==> config.mk <==
export PLATFORM = sky130hd
export DESIGN_NAME = pool2x2_stream
export DESIGN_NICKNAME = d
export VERILOG_FILES = /design/src/rtl/cnn_pkg.sv /design/src/rtl/pool2x2_stream_max4_cmp.sv /design/src/rtl/pool2x2_stream.sv
export SDC_FILE = /design/constraint.sdc
export NUM_CORES = 2
export LEC_CHECK = 0
export ABC_AREA = 1
export CAP_MARGIN = 25
export CORE_MARGIN = 2
export CORE_UTILIZATION = 25
export DETAILED_ROUTE_END_ITERATION = 16
export PLACE_DENSITY = 0.56
export SLEW_MARGIN = 10
export SYNTH_ARGS = -nofsm -noshare
export SYNTH_HDL_FRONTEND = slang
export SYNTH_SLANG_ARGS = --single-unit
==> constraint.sdc <==
create_clock -name clk -period 2.7 [get_ports clk]
set_input_delay 0.405 -clock clk [delete_from_list [all_inputs] [get_ports clk]]
set_output_delay 0.405 -clock clk [all_outputs]
set_load 0.05 [all_outputs]
==> src/rtl/cnn_pkg.sv <==
// Shared CNN helpers: default element width, packed-bus index helper and the
// signed/unsigned element compare used by pooling and FC stages.
package cnn_pkg;

   localparam int DEFAULT_DATA_W = 8;
   localparam int CMP_MAX_W      = 64;

   function automatic int elem_lo(input int c, input int x, input int cols, input int w);
      return (c * cols + x) * w;
   endfunction

   // Flipping the sign bit maps two's complement order onto unsigned order.
   function automatic logic elem_gt(input logic [CMP_MAX_W-1:0] a,
                                    input logic [CMP_MAX_W-1:0] b,
                                    input int                   w,
                                    input logic                 sgn);
      logic [CMP_MAX_W-1:0] bias;
      bias = sgn ? (CMP_MAX_W'(1) << (w - 1)) : '0;
      return (a ^ bias) > (b ^ bias);
   endfunction

endpackage

==> src/rtl/pool2x2_stream_max4_cmp.sv <==
// max4_cmp: combinational maximum of four elements, signed or unsigned.
module max4_cmp
   import cnn_pkg::*;
#(
   parameter int DATA_W = DEFAULT_DATA_W,
   parameter int SIGNED = 1
) (
   input  logic [DATA_W-1:0] a,
   input  logic [DATA_W-1:0] b,
   input  logic [DATA_W-1:0] c,
   input  logic [DATA_W-1:0] d,
   output logic [DATA_W-1:0] y
);

   localparam logic IS_SIGNED = (SIGNED != 0);

   logic [DATA_W-1:0] m_ab;
   logic [DATA_W-1:0] m_cd;

   always_comb begin
      m_ab = elem_gt(CMP_MAX_W'(a), CMP_MAX_W'(b), DATA_W, IS_SIGNED) ? a : b;
      m_cd = elem_gt(CMP_MAX_W'(c), CMP_MAX_W'(d), DATA_W, IS_SIGNED) ? c : d;
      y    = elem_gt(CMP_MAX_W'(m_ab), CMP_MAX_W'(m_cd), DATA_W, IS_SIGNED) ? m_ab : m_cd;
   end

endmodule

==> src/rtl/pool2x2_stream.sv <==
// pool2x2_stream: 2x2/stride-2 max pool over full rows of CH channels.
// Optional ReLU on pooled elements when POOL_RELU_EN is defined.
module pool2x2_stream
   import cnn_pkg::*;
#(
   parameter int CH     = 4,
   parameter int COLS   = 24,
   parameter int ROWS   = 24,
   parameter int DATA_W = DEFAULT_DATA_W,
   parameter int SIGNED = 1
) (
   input  logic                             clk,
   input  logic                             rst,
   input  logic                             en,
   input  logic                             valid_in,
   input  logic [CH*COLS*DATA_W-1:0]        data_in,
   output logic [CH*(COLS/2)*DATA_W-1:0]    data_out,
   output logic                             valid_out,
   output logic                             pool_end
);

   localparam int OUT_COLS = COLS / 2;
   localparam int IN_W     = CH * COLS * DATA_W;
   localparam int OUT_W    = CH * OUT_COLS * DATA_W;
   localparam int CNT_W    = (ROWS > 2) ? $clog2(ROWS) : 1;

   generate
      if ((COLS % 2) != 0 || (ROWS % 2) != 0 || COLS < 2 || ROWS < 2 ||
          CH < 1 || DATA_W < 1 || DATA_W > CMP_MAX_W) begin : g_bad_cfg
         $fatal(1, "pool2x2_stream: COLS/ROWS must be even and >=2, CH/DATA_W >= 1");
      end
   endgenerate

   logic [CNT_W-1:0] row_cnt_q, row_cnt_d;
   logic [IN_W-1:0]  row_buf_q, row_buf_d;
   logic [OUT_W-1:0] data_out_q, data_out_d;
   logic             valid_out_q, valid_out_d;
   logic             pool_end_q, pool_end_d;
   logic [OUT_W-1:0] pooled;
   logic [OUT_W-1:0] pooled_post;
   logic             accept;

   for (genvar c = 0; c < CH; c++) begin : g_ch
      for (genvar j = 0; j < OUT_COLS; j++) begin : g_col
         max4_cmp #(.DATA_W(DATA_W), .SIGNED(SIGNED)) u_max (
            .a(row_buf_q[elem_lo(c, 2*j,     COLS, DATA_W) +: DATA_W]),
            .b(row_buf_q[elem_lo(c, 2*j + 1, COLS, DATA_W) +: DATA_W]),
            .c(data_in  [elem_lo(c, 2*j,     COLS, DATA_W) +: DATA_W]),
            .d(data_in  [elem_lo(c, 2*j + 1, COLS, DATA_W) +: DATA_W]),
            .y(pooled   [elem_lo(c, j, OUT_COLS, DATA_W) +: DATA_W])
         );
      end
   end

`ifdef POOL_RELU_EN
   function automatic logic [DATA_W-1:0] relu(input logic [DATA_W-1:0] v);
      return ((SIGNED != 0) && v[DATA_W-1]) ? '0 : v;
   endfunction
`endif

   always_comb begin
      pooled_post = pooled;
`ifdef POOL_RELU_EN
      for (int k = 0; k < CH * OUT_COLS; k++) begin
         pooled_post[k*DATA_W +: DATA_W] = relu(pooled[k*DATA_W +: DATA_W]);
      end
`endif
   end

   // Even rows park in row_buf; odd rows complete a 2x2 window with it.
   always_comb begin
      accept      = valid_in & en;
      row_cnt_d   = row_cnt_q;
      row_buf_d   = row_buf_q;
      data_out_d  = data_out_q;
      valid_out_d = 1'b0;
      pool_end_d  = 1'b0;
      if (accept) begin
         row_cnt_d = (row_cnt_q == CNT_W'(ROWS - 1)) ? '0 : row_cnt_q + 1'b1;
         if (!row_cnt_q[0]) begin
            row_buf_d = data_in;
         end else begin
            data_out_d  = pooled_post;
            valid_out_d = 1'b1;
            pool_end_d  = (row_cnt_q == CNT_W'(ROWS - 1));
         end
      end
   end

   always_ff @(posedge clk) begin
      if (rst) begin
         row_cnt_q   <= '0;
         row_buf_q   <= '0;
         data_out_q  <= '0;
         valid_out_q <= 1'b0;
         pool_end_q  <= 1'b0;
      end else begin
         row_cnt_q   <= row_cnt_d;
         row_buf_q   <= row_buf_d;
         data_out_q  <= data_out_d;
         valid_out_q <= valid_out_d;
         pool_end_q  <= pool_end_d;
      end
   end

   assign data_out  = data_out_q;
   assign valid_out = valid_out_q;
   assign pool_end  = pool_end_q;

endmodule

== After elaboration in Yosys (flattened, before gate mapping) ==
Index checks and enable logic that the tools add are counted.
Storage, ports and cells
  bits of input ports: 772
  output and inout port bits: 386
  register bits after elaboration: 1159
  word-level logic and storage cells: 592
Cells by class
  equality and inequality tests: 1
  $add $sub $neg: 1
  magnitude comparators: 144
  multiplexer cells: 146
  reduce and logical (&&, ||, !) cells: 4
  bitwise logic cells: 291
Operators by type and width (number)
  > comparator 8 bit: 144
  two-way mux 8 bit: 144
  inverter 1 bit: 290
  adder 5 x 1 -> 5 bit, second input constant: 1
  equality test 5 bit, second input constant: 1
  two-way mux 5 bit: 1
  AND reduction 2 bit: 2
  OR reduction 3 bit: 1
  OR reduction 2 bit: 1
  bitwise AND 1 bit: 1
  two-way mux 1 bit: 1

== Longest topological paths before layout ==
  depth in word-level cells: 6
  gate-level depth with buffers: 24
  gate-level depth less buffers: 24

== Cells and area by module ==
From an unflattened synthesis, not the netlist that was laid out.
Second synthesis, totals
  cells, all modules: 14061
  area, all modules: 92972.9 µm²
By module, submodules not included
  max4_cmp at g_ch[0].g_col[0].u_max ...: sequential area each 0.0 µm², area each 1104.8 µm², times used 47, cells each 188
  pool2x2_stream: sequential area each 23202.3 µm², area each 39969.6 µm², times used 1, cells each 5036
  max4_cmp at g_ch[3].g_col[9].u_max: sequential area each 0.0 µm², area each 1077.3 µm², times used 1, cells each 189

== Least setup slack after synthesis ==
Ideal clock, no wire load.
  path kind: input -> register
  start: in data_in[71]
  end: reg data_out_q[32] (netlist: data_out[32])
  path slack: -0.084 ns
  path buffers: 0
  data required time: 2.568 ns
  arrival time: 2.652 ns
  cell stages on the path: 18
  setup time: 0.132 ns
  path through: inv_1 > ha_1 > nand2_1 > nor2_1 > nand4_2 > nand2_2 > nand2_1 > and2_1 > ha_1 > nand2_1 > inv_1 > nand2_1 > nand2_1 > nand2_1 > a21oi_1 > nand3_1 > nand3_1 > a21oi_1
On the way
  cells in the longest elaborated chain, start to end: 6
RTL lines
  from (decl): RTL line pool2x2_stream.sv:16  | input logic [CH*COLS*DATA_W-1:0] data_in,
  inverter 1 bit (no line)
  > comparator 8 bit: RTL line cnn_pkg.sv:19  | return (a ^ bias) > (b ^ bias);
  two-way mux 8 bit *: RTL line pool2x2_stream_max4_cmp.sv:22  | m_cd = elem_gt(CMP_MAX_W'(c), CMP_MAX_W'(d), DATA_W, IS_SIGNED) ? c : d;
  inverter 1 bit (no line)
  > comparator 8 bit: RTL line cnn_pkg.sv:19
  two-way mux 8 bit *: RTL line pool2x2_stream_max4_cmp.sv:23  | y = elem_gt(CMP_MAX_W'(m_ab), CMP_MAX_W'(m_cd), DATA_W, IS_SIGNED) ? m_ab : m_cd;
  to (signal assigned): RTL line pool2x2_stream.sv:100  | data_out_q <= data_out_d;
  to (decl): RTL line pool2x2_stream.sv:36  | logic [OUT_W-1:0] data_out_q, data_out_d;
Every way passes the cells marked *; elsewhere a longest branch is shown, timed or not.
A chain may end at the register's enable or synchronous reset.

== Worst setup path in the final report ==
  start: in data_in[747]
  end: reg data_out_q[368] (netlist: data_out[368])
On the way
  cells in the longest elaborated chain, start to end: 5
RTL lines (RTL line)
  > comparator 8 bit: cnn_pkg.sv:19
  two-way mux 8 bit *: pool2x2_stream_max4_cmp.sv:22
  inverter 1 bit (no line)
  > comparator 8 bit: cnn_pkg.sv:19
  two-way mux 8 bit *: pool2x2_stream_max4_cmp.sv:23
Marked as above.

==> summary.txt <==
Status
  – Status: finished, violations left
  – Violated checks: negative setup slack

Detailed routing
  – Routed length per instance: 18.4 um
  – DR vias: 104000
  – DRT iter0 DRCs: 6103
  – Pre-Repair DR Iteration Count: 6
  – Drt via density: 4.79
  – Antenna-violating nets left: 0
  – DRT Wirelength: 399000 um
  – # DRC: 0

Synth
  – Synth Flop Type: dfxtp_1
  – Cell taking the most area after synthesis: dfxtp_1
  – Synth cell types: 26
  – Synth warn: 0
  – Synth top area share: 27.6%
  – Synth async-reset ratio: 0%
  – Yosys reg bits: 1159
  – Avg Synthesized Cell Area: 6.68 um2
  – Register area share after synthesis: 27.6%
  – Mapped Cells: 12600
  – Post-synth EDFFs: 0
  – Netlist Area Pre-Place: 84100 um2
  – Post-Syn Nets: 14500
  – Synth area leaders: dfxtp_1 28%, ha_1 17%, nand2_1 13%, nand3_1 12%, a21oi_1 6.9%

Global route
  – Largest net degree at the start of global routing: 128
  – GRT Resource Usage Total: 21.4%
  – Vias in the first global route: 101000
  – GRT overflow: 0
  – First-pass GRT wire length: 578000 um
  – Initial antenna violation count: 148

Critical path
  – CP startpoint kind: input pin
  – Worst setup EP type: flop
  – Data arrival, critical path: 3.50 ns
  – Worst-path fanout max: 8
  – Worst Path Required: 3.35 ns
  – CP Class: input pin to flop

Placement
  – Gpl congestion: 0.969
  – Place WS: -1.07 ns
  – IO buf count: 1157
  – DP HPWL: 293000 um
  – DP Area: 125000 um2

Floorplanning
  – Die width: 584 um
  – Die Height: 584 um
  – Total core area: 334000 um2
  – Core Rows: 212
  – Initial core utilization: 25.2%
  – Top Ports: 1158
  – Die Footprint: 341000 um2

Final layout
  – Share of layout cells above drive strength 1: 45.1%
  – Storage cell area: 23600 um2
  – Fin nets: 19000
  – Fin area: 156000 um2
  – Fillcell total: 31700
  – Area Overhead vs Synth: 86.0%
  – Multi-input gate area: 76300 um2

Timing
  – Setup violators final: 247
  – Worst-margin pin slew: 1.04 ns
  – Final WS setup: -0.150 ns
  – Worst Skew: 0.0943 ns
  – Achievable Freq: 351 MHz
  – Slew Limit Fails: 0
  – Slew margin rel.: 30.8%
  – Crit path time final: 2.85 ns
  – RSZ-0062 raised after global routing: yes
  – Final Cycle Share: 106%
  – Final Hold Fails: 0

Clocking
  – Skew-Pair Late Insertion Delay: 0.89 ns
  – CTS max path bufs: 4
  – Reg clk slew, reported paths: 0.06 ns
  – H-tree depth: 4
  – CTS tree: done
  – Clk sinks: 1159
  – Root buffer cell: clkbuf_16
  – CTS Buf Count: 164

Job
  – Max Cap Violations: 0

Hold path
  – Hold Crit Class: input pin to flop

Power and ir drop
  – Pwr Density: 528 nW/um2
  – Max IR drop VDD: 0.000487 V
  – Leakage: 70.1 nW
[worst paths after layout]
path	start	endpoint	slack, ns	cells past startpoint
min	data_in[203]	row_buf_q[203]	0.03	4
min reg2reg	data_out[5]	data_out[5]	0.46	2
max	data_in[747]	data_out[368]	-0.15	21
max reg2reg	row_buf_q[396]	data_out[193]	-0.12	18
[cell families after synthesis]
group                      after synthesis  share of synthesized area [%]
adders and majority gates             1153                           17.2
DFF                                   1159                           27.6
AOI/OAI and AO/OA                     2119                           13.1
and+or+nand+nor                       6518                           34.6
buffers and inverters                 1640                           7.55
xor gates and xnor gates                 1                         0.0104
[cells in the final DEF, fill, tap and decap left out, types with 141 or more instances in the layout]
cell,netlist,routed
nor2_4,1,141
clkdlybuf4s50_1,0,1067
a21oi_2,0,190
nand2_2,97,634
nor2_1,1059,825
nand3_1,1970,889
ha_1,1153,621
inv_2,4,250
inv_1,1255,1006
dfxtp_1,1159,826
nand2_4,1,310
clkbuf_16,0,168
buf_4,6,3160
a21oi_1,1155,912
nand3_2,0,840
nand3_4,0,241
buf_6,0,283
dfxtp_2,0,331
ha_4,0,520
and2_1,384,298
nand2_1,2864,1988
o21ai_0,772,772
[timing repair]
action / 4_1_cts / 5_1_grt
gates cloned: 0 / 0
resized for setup: 2556 / 2386
setup buffers: 157 / 83
setup endpoints to repair: 412 / 386
endpoints found under the hold margin: 22 / 28
pin swaps: 1248 / 1248
[per-layer routing]
metal | global-route usage [%] | up-vias | routed length [um]
met2 | 34.7 | 2708 | 183000
met3 | 4.78 | 883 | 26000
li1 | - | 51200 | -
met1 | 26.0 | 48800 | 164000
met4 | 12.6 | 64 | 24600
met5 | 0 | - | 431
[registers in the layout, summed over array words and instances (netlist names)]
signal	flops
data_out	384
pool_end	1
row_buf_q	768
row_cnt_q	5
valid_out	1
[worst max-delay path, stage by stage]
cell,delay (ns)
clkdlybuf4s50_1,0.53
inv_1,0.08
ha_1,0.29
nand2_1,0.07
inv_1,0.05
buf_4,0.13
nand4_2,0.14
buf_4,0.19
nand3_1,0.17
and2_1,0.24
ha_4,0.28
nand2_2,0.04
nand2_1,0.06
nand2_1,0.05
nand2_1,0.08
nand2_2,0.08
a21oi_2,0.19
buf_6,0.17
nand3_2,0.09
nand3_2,0.08
a21oi_1,0.07
[report_power, final]
| group | leakage, nW | switching (mW) | internal (mW) |
|---|---|---|---|
| logic | 57.7 | 21.4 | 19.2 |
| registers | 9.61 | 0.743 | 18.2 |
| clock network | 2.74 | 9.38 | 13.7 |
| total | 70.1 | 31.5 | 51.1 |
[cell usage after synthesis, types with 96 or more instances]
cell / count
nor2_1: 1059
clkbuf_1: 234
buf_2: 127
dfxtp_1: 1159
nand3_1: 1970
a21o_1: 120
and2_1: 384
a21oi_1: 1155
inv_1: 1255
ha_1: 1153
nand2_2: 97
o21ai_0: 772
nand2_1: 2864
nand4_2: 96
[layout make-up]
class | count | area share, %
multi-input cells | 9791 | 48.8
repair buffers | 4685 | 25.8
flip-flops and latches | 1159 | 15.1
well taps | 4387 | 3.51
inverters | 1259 | 3.04
clock buffers | 220 | 3.00
clock inverters | 69 | 0.579
diodes | 102 | 0.163
[per-stage QoR]
stage          power [mW]  TNS, ns  util [%]  std cells  hold slack (ns)
4_1_cts              76.0    -2.11      43.0      21500           -0.164
2_1_floorplan        33.1        0         -      12600            0.449
3_5_place_dp         45.8  -344.63      37.5      21000            0.455
6_report             82.6   -10.93      46.8      21700           0.0332
3_3_place_gp         45.6  -333.36      37.5      21000            0.452
5_1_grt              87.3   -58.03      46.8      21700          0.00165
Note: power is estimated with default switching activity, not from simulation.
